File: src/rtl/fractal_vga_scanout.sv
`default_nettype none
// ============================================================================
// Module      : fractal_vga_scanout
// Description : VGA scan-out for a signed 8-bit iteration-count framebuffer.
//               Generates sync timing, issues one read per active pixel to a
//               two-cycle-latency RAM, realigns sync with the returned data
//               and maps each count to RGB. The optional macro
//               FRACTAL_SCANOUT_PALETTE_EN selects a false-colour map instead
//               of greyscale.
// Revision    : 1.0 - initial release
// ============================================================================
module fractal_vga_scanout #(
  parameter int H_ACTIVE = 640,
  parameter int H_FP     = 16,
  parameter int H_SYNC   = 96,
  parameter int H_BP     = 48,
  parameter int V_ACTIVE = 480,
  parameter int V_FP     = 10,
  parameter int V_SYNC   = 2,
  parameter int V_BP     = 33,
  parameter int ADDR_W   = 19
) (
  input  logic              clock,
  input  logic              reset,
  output logic              rd_en,
  output logic [ADDR_W-1:0] rd_addr,
  input  logic signed [7:0] rd_data,
  output logic              vga_hs,
  output logic              vga_vs,
  output logic              vga_de,
  output logic [7:0]        vga_r,
  output logic [7:0]        vga_g,
  output logic [7:0]        vga_b,
  output logic              frame_start
);

  localparam int c_H_TOTAL = H_ACTIVE + H_FP + H_SYNC + H_BP;
  localparam int c_V_TOTAL = V_ACTIVE + V_FP + V_SYNC + V_BP;
  localparam int c_HW      = $clog2(c_H_TOTAL);
  localparam int c_VW      = $clog2(c_V_TOTAL);
  localparam logic [ADDR_W-1:0] c_LAST_ADDR = ADDR_W'(H_ACTIVE * V_ACTIVE - 1);

  // S0 counters
  logic [c_HW-1:0] r_hcnt;
  logic [c_VW-1:0] r_vcnt;

  // S1..S3 sync/enable delay line (S1 de is rd_en itself)
  logic r_s1_hs, r_s1_vs;
  logic r_s2_de, r_s2_hs, r_s2_vs;
  logic r_s3_de, r_s3_hs, r_s3_vs;

  logic w_h_last, w_v_last;
  logic w_active, w_hs_n, w_vs_n, w_fs;
  logic [7:0] w_r, w_g, w_b;

  assign w_h_last = (r_hcnt == c_HW'(c_H_TOTAL - 1));
  assign w_v_last = (r_vcnt == c_VW'(c_V_TOTAL - 1));
  assign w_active = (r_hcnt < c_HW'(H_ACTIVE)) && (r_vcnt < c_VW'(V_ACTIVE));
  assign w_hs_n   = !((r_hcnt >= c_HW'(H_ACTIVE + H_FP)) &&
                      (r_hcnt <  c_HW'(H_ACTIVE + H_FP + H_SYNC)));
  assign w_vs_n   = !((r_vcnt >= c_VW'(V_ACTIVE + V_FP)) &&
                      (r_vcnt <  c_VW'(V_ACTIVE + V_FP + V_SYNC)));
  assign w_fs     = (r_hcnt == '0) && (r_vcnt == '0);

  // Free-running horizontal/vertical position counters
  always_ff @(posedge clock or posedge reset) begin
    if (reset) begin
      r_hcnt <= '0;
      r_vcnt <= '0;
    end else if (w_h_last) begin
      r_hcnt <= '0;
      r_vcnt <= w_v_last ? '0 : r_vcnt + 1'b1;
    end else begin
      r_hcnt <= r_hcnt + 1'b1;
    end
  end

  // S1: RAM request; address is a running pixel counter that holds through
  // blanking and wraps right after the last pixel of the frame
  always_ff @(posedge clock or posedge reset) begin
    if (reset) begin
      rd_en       <= 1'b0;
      rd_addr     <= '0;
      frame_start <= 1'b0;
      r_s1_hs     <= 1'b1;
      r_s1_vs     <= 1'b1;
    end else begin
      rd_en       <= w_active;
      frame_start <= w_fs;
      r_s1_hs     <= w_hs_n;
      r_s1_vs     <= w_vs_n;
      if (w_fs) begin
        rd_addr <= '0;
      end else if (rd_en) begin
        rd_addr <= (rd_addr == c_LAST_ADDR) ? '0 : rd_addr + 1'b1;
      end
    end
  end

  // S2/S3: cover the two-cycle RAM read latency
  always_ff @(posedge clock or posedge reset) begin
    if (reset) begin
      r_s2_de <= 1'b0;
      r_s2_hs <= 1'b1;
      r_s2_vs <= 1'b1;
      r_s3_de <= 1'b0;
      r_s3_hs <= 1'b1;
      r_s3_vs <= 1'b1;
    end else begin
      r_s2_de <= rd_en;
      r_s2_hs <= r_s1_hs;
      r_s2_vs <= r_s1_vs;
      r_s3_de <= r_s2_de;
      r_s3_hs <= r_s2_hs;
      r_s3_vs <= r_s2_vs;
    end
  end

`ifdef FRACTAL_SCANOUT_PALETTE_EN
  // Bit 6 does not feed the false-colour map
  logic w_unused;
  assign w_unused = rd_data[6];

  // False-colour map; negative counts (in-set) and blanking are black
  always_comb begin
    w_r = 8'h00;
    w_g = 8'h00;
    w_b = 8'h00;
    if (r_s3_de && !rd_data[7]) begin
      w_r = {rd_data[3:0], 4'h0};
      w_g = {rd_data[5:2], 4'h0};
      w_b = {~rd_data[3:0], 4'h0};
    end
  end
`else
  // Greyscale map; negative counts (in-set) and blanking are black
  always_comb begin
    w_r = 8'h00;
    w_g = 8'h00;
    w_b = 8'h00;
    if (r_s3_de && !rd_data[7]) begin
      w_r = {rd_data[6:0], 1'b0};
      w_g = {rd_data[6:0], 1'b0};
      w_b = {rd_data[6:0], 1'b0};
    end
  end
`endif

  // S4: registered outputs to the DAC/HDMI bridge
  always_ff @(posedge clock or posedge reset) begin
    if (reset) begin
      vga_de <= 1'b0;
      vga_hs <= 1'b1;
      vga_vs <= 1'b1;
      vga_r  <= 8'h00;
      vga_g  <= 8'h00;
      vga_b  <= 8'h00;
    end else begin
      vga_de <= r_s3_de;
      vga_hs <= r_s3_hs;
      vga_vs <= r_s3_vs;
      vga_r  <= w_r;
      vga_g  <= w_g;
      vga_b  <= w_b;
    end
  end

endmodule
`default_nettype wire

File: config.mk
export PLATFORM = sky130hd
export DESIGN_NAME = fractal_vga_scanout
export DESIGN_NICKNAME = d
export VERILOG_FILES = /design/src/rtl/fractal_vga_scanout.sv
export SDC_FILE = /design/constraint.sdc
export NUM_CORES = 1
export LEC_CHECK = 0
export ABC_CLOCK_PERIOD_IN_PS = 2300
export BUFFER_PORTS_ARGS = -buffer_cell sky130_fd_sc_hd__buf_2
export CORE_MARGIN = 2
export CORE_UTILIZATION = 55
export DETAILED_ROUTE_END_ITERATION = 8
export HOLD_SLACK_MARGIN = 0.15
export MAX_ROUTING_LAYER = met4
export PLACE_DENSITY = 0.8
export SYNTH_ARGS = -nofsm -noshare
export SYNTH_HDL_FRONTEND = slang
export SYNTH_SLANG_ARGS = --single-unit
File: constraint.sdc
create_clock -name clock -period 2.3 [get_ports clock]
set_input_delay 0.23 -clock clock [delete_from_list [all_inputs] [get_ports clock]]
set_output_delay 0.23 -clock clock [all_outputs]
set_load 0.05 [all_outputs]
==> flow_metrics.tcl <==
set metrics [dict create \
    grt_usage_pct 22.8 \
    powerDensity_nw_per_um2 646 \
    h-tree-depth 3 \
    async_reset_ff_share_pct 100 \
    ios 58 \
    clock_latency_ns 0.34 \
    synth_flop_cell "dfrtp_1" \
    fin_area_um2 3400 \
    grt_util_met2_pct 36.6 \
    synthMuxAreaShare_pct 0 \
    slew_headroom_pct 66.3 \
    synth_edf_count 0 \
    synthCells 287 \
    place_congestion 0.875 \
    peakVddDrop_mv 0.399 \
    layout_common_cells "buf_2, dfrtp_1, nor2_1" \
    start_kind "flop" \
    ys_seq_elements 59 \
    row_count 26 \
    die_h_um 76.3 \
    synth_xor_area_share_pct 5.17 \
    grt_first_pass_wirelength_mm 10.3 \
    worstPathRequired_ns 2.52 \
    die-area_um2 5830 \
    setup_viol 0 \
    overflow 0 \
    grt_max_degree 24 \
    finalCriticalPeriod_ns 2.03 \
    drtIter0Drc 121 \
    diodes 0 \
    worst_slew_pin_slew_ns 0.505 \
    drt-total-wl_mm 5.89 \
    routedWlPerCell_um 14.2 \
    yosysSeqAreaShare_pct 51.7 \
    synth_compound_area_share_pct 7.96 \
    fin_tns_setup_ns 0 \
    critPathKind "reg -> reg" \
    status "finished clean" \
    placed_area_um2 3110 \
    dr_total_vias 2258 \
    cts_setup_buffers 0 \
    cts_root_buffer "clkbuf_8" \
    yosys.area.top_type_share_pct 44.3 \
    critical_path_arrival_ns 2.25 \
    ant_nets 0 \
    skew_ns 0.00766 \
    synth-simple-area-share_pct 25.6 \
    start_util_pct 56.7 \
    clock-sinks 59 \
    maxSlewViolCount 0 \
    hold_class "in -> reg" \
    firstDrtPassIters 5 \
    die_x_um 76.3 \
    holdWs_ns 0.283 \
    end_kind "flop" \
    use_met1_pct 27.2 \
    cp_max_fo 6 \
    synth_top_area_cell "dfrtp_1" \
    dp_cells 392 \
    port_buffers 54 \
    fmax_mhz 492 \
    rsz0062_at_grt "false" \
    syn_area_um2 2880 \
    yosys.area_share.adder_pct 2.17 \
    final_cells 416 \
    drive_gt1_share_pct 27.2 \
    tritoncts "done" \
    cts_buffers 9 \
    finalCritPeriodShare_pct 88.4 \
    maxCapViolCount 0 \
    core_um2 5070 \
    ys_warn_count 0 \
    synth_top_family_by_area "simple AND/OR/NAND/NOR gates" \
    mostFrequentLayoutCell "buf_2" \
    use_met3_pct 5.21 \
    cts_resized 0 \
    synthTopCellsByArea "dfrtp_1, dfstp_2, buf_4, nor2_1, nand3_1" \
    cts_max_path_buffers 2 \
    finalHoldViolCount 0 \
    nets 356 \
    leakage_nw 1.53 \
    syn_avg_cell_area_um2 10.0 \
    antenna_found_initial 0 \
    drc 0 \
    post-dp-hpwl_mm 3.94 \
    synth.distinct_cells 48 \
    grt_pass1_vias 2209 \
    nFillCells 379 \
    busiest_layer "met2" \
    p_total_mw 2.20 \
    syn_to_final_growth_pct 18.1 \
    clk_pin_slew_ns 0.07 \
    vias_per_cell 5.43 \
]
path summary, 6_finish.rpt:
check / startpoint / endpoint / slack [ns] / cells after the start
min in group asynchronous: reset / r_vcnt[8]$_DFFE_PP0N_ / 0.41 / 3
min: rd_data[7] / vga_b[6]$_DFF_PP0_ / 0.28 / 3
max in group asynchronous: reset / r_s1_hs$_DFF_PP1_ / 1.21 / 4
max: rd_addr[2]$_DFFE_PP0P_ / rd_addr[1]$_DFFE_PP0P_ / 0.27 / 5
min reg2reg: r_s3_vs$_DFF_PP1_ / vga_vs$_DFF_PP1_ / 0.35 / 0
max reg2reg: rd_addr[2]$_DFFE_PP0P_ / rd_addr[1]$_DFFE_PP0P_ / 0.27 / 5
logic make-up after synthesis:
kind of cell	count (synthesis)
and+or+nand+nor	132
AOI/OAI and AO/OA	38
buffers and inverters	35
other	1
adders and majority gates	5
DFF	59
xor gates and xnor gates	17
layout make-up:
cell class / count / area [um^2] / area share, %
Tap cell: 70 / 87.6 / 2.58
Sequential cell: 59 / 1490 / 43.7
Inverter: 8 / 30.0 / 0.884
Timing Repair Buffer: 68 / 395 / 11.6
Clock buffer: 11 / 131 / 3.87
Multi-Input combinational cell: 195 / 1190 / 35.0
Clock inverter: 5 / 78.8 / 2.32
sequential cells by signal (all words and copies together) (netlist names):
| name | flops |
|---|---|
| rd_addr | 19 |
| vga_vs | 1 |
| r_vcnt | 10 |
| r_s2_de | 1 |
| rd_en | 1 |
| r_s1_hs | 1 |
| vga_b | 7 |
| frame_start | 1 |
| r_s3_vs | 1 |
| r_s3_hs | 1 |
| r_s3_de | 1 |
| vga_hs | 1 |
| r_s2_vs | 1 |
| r_s1_vs | 1 |
| vga_de | 1 |
| r_s2_hs | 1 |
| r_hcnt | 10 |
layer usage:
| layer | up-vias | routed length [um] |
|---|---|---|
| met4 | 0 | 53 |
| met5 | - | 0 |
| li1 | 1099 | - |
| met2 | 72 | 2990 |
| met3 | 4 | 307 |
| met1 | 1083 | 2540 |
critical path, cell delays in order, from the launching register on:
cell and delay (ns):
dfrtp_1 0.43, nand4_1 0.24, or2_0 0.37, or4_4 0.62
a31oi_1 0.21, nor2_1 0.06
synth_stat cells, drive strengths merged, types with 8 or more instances:
| cell type | count |
|---|---|
| a21oi | 9 |
| o21ai | 13 |
| and2 | 10 |
| clkbuf | 8 |
| dfstp | 8 |
| dfrtp | 51 |
| inv | 8 |
| buf | 19 |
| nor3 | 10 |
| nand2 | 20 |
| xnor2 | 10 |
| nor2 | 27 |
| nand4 | 8 |
| nand3 | 19 |
power breakdown:
part	leakage [nW]	switching (mW)	internal (mW)
sequential	0.744	0.00396	1.04
combinational	0.683	0.113	0.0325
clock	0.107	0.394	0.609
stage by stage:
stage / setup WS (ns) / util [%]
finish: 0.267 / 67.0
global route: 0.0813 / 67.0
CTS: 0.270 / 67.0
detailed placement: 0.280 / 61.2
global placement: 0.302 / 61.2
floorplan: 0.0751 / -
what timing repair did:
action,CTS,global route
hold endpoints to repair,20,0
setup endpoints to repair,0,0
hold buffers,8,0
Note: power is estimated with default switching activity, not from simulation.
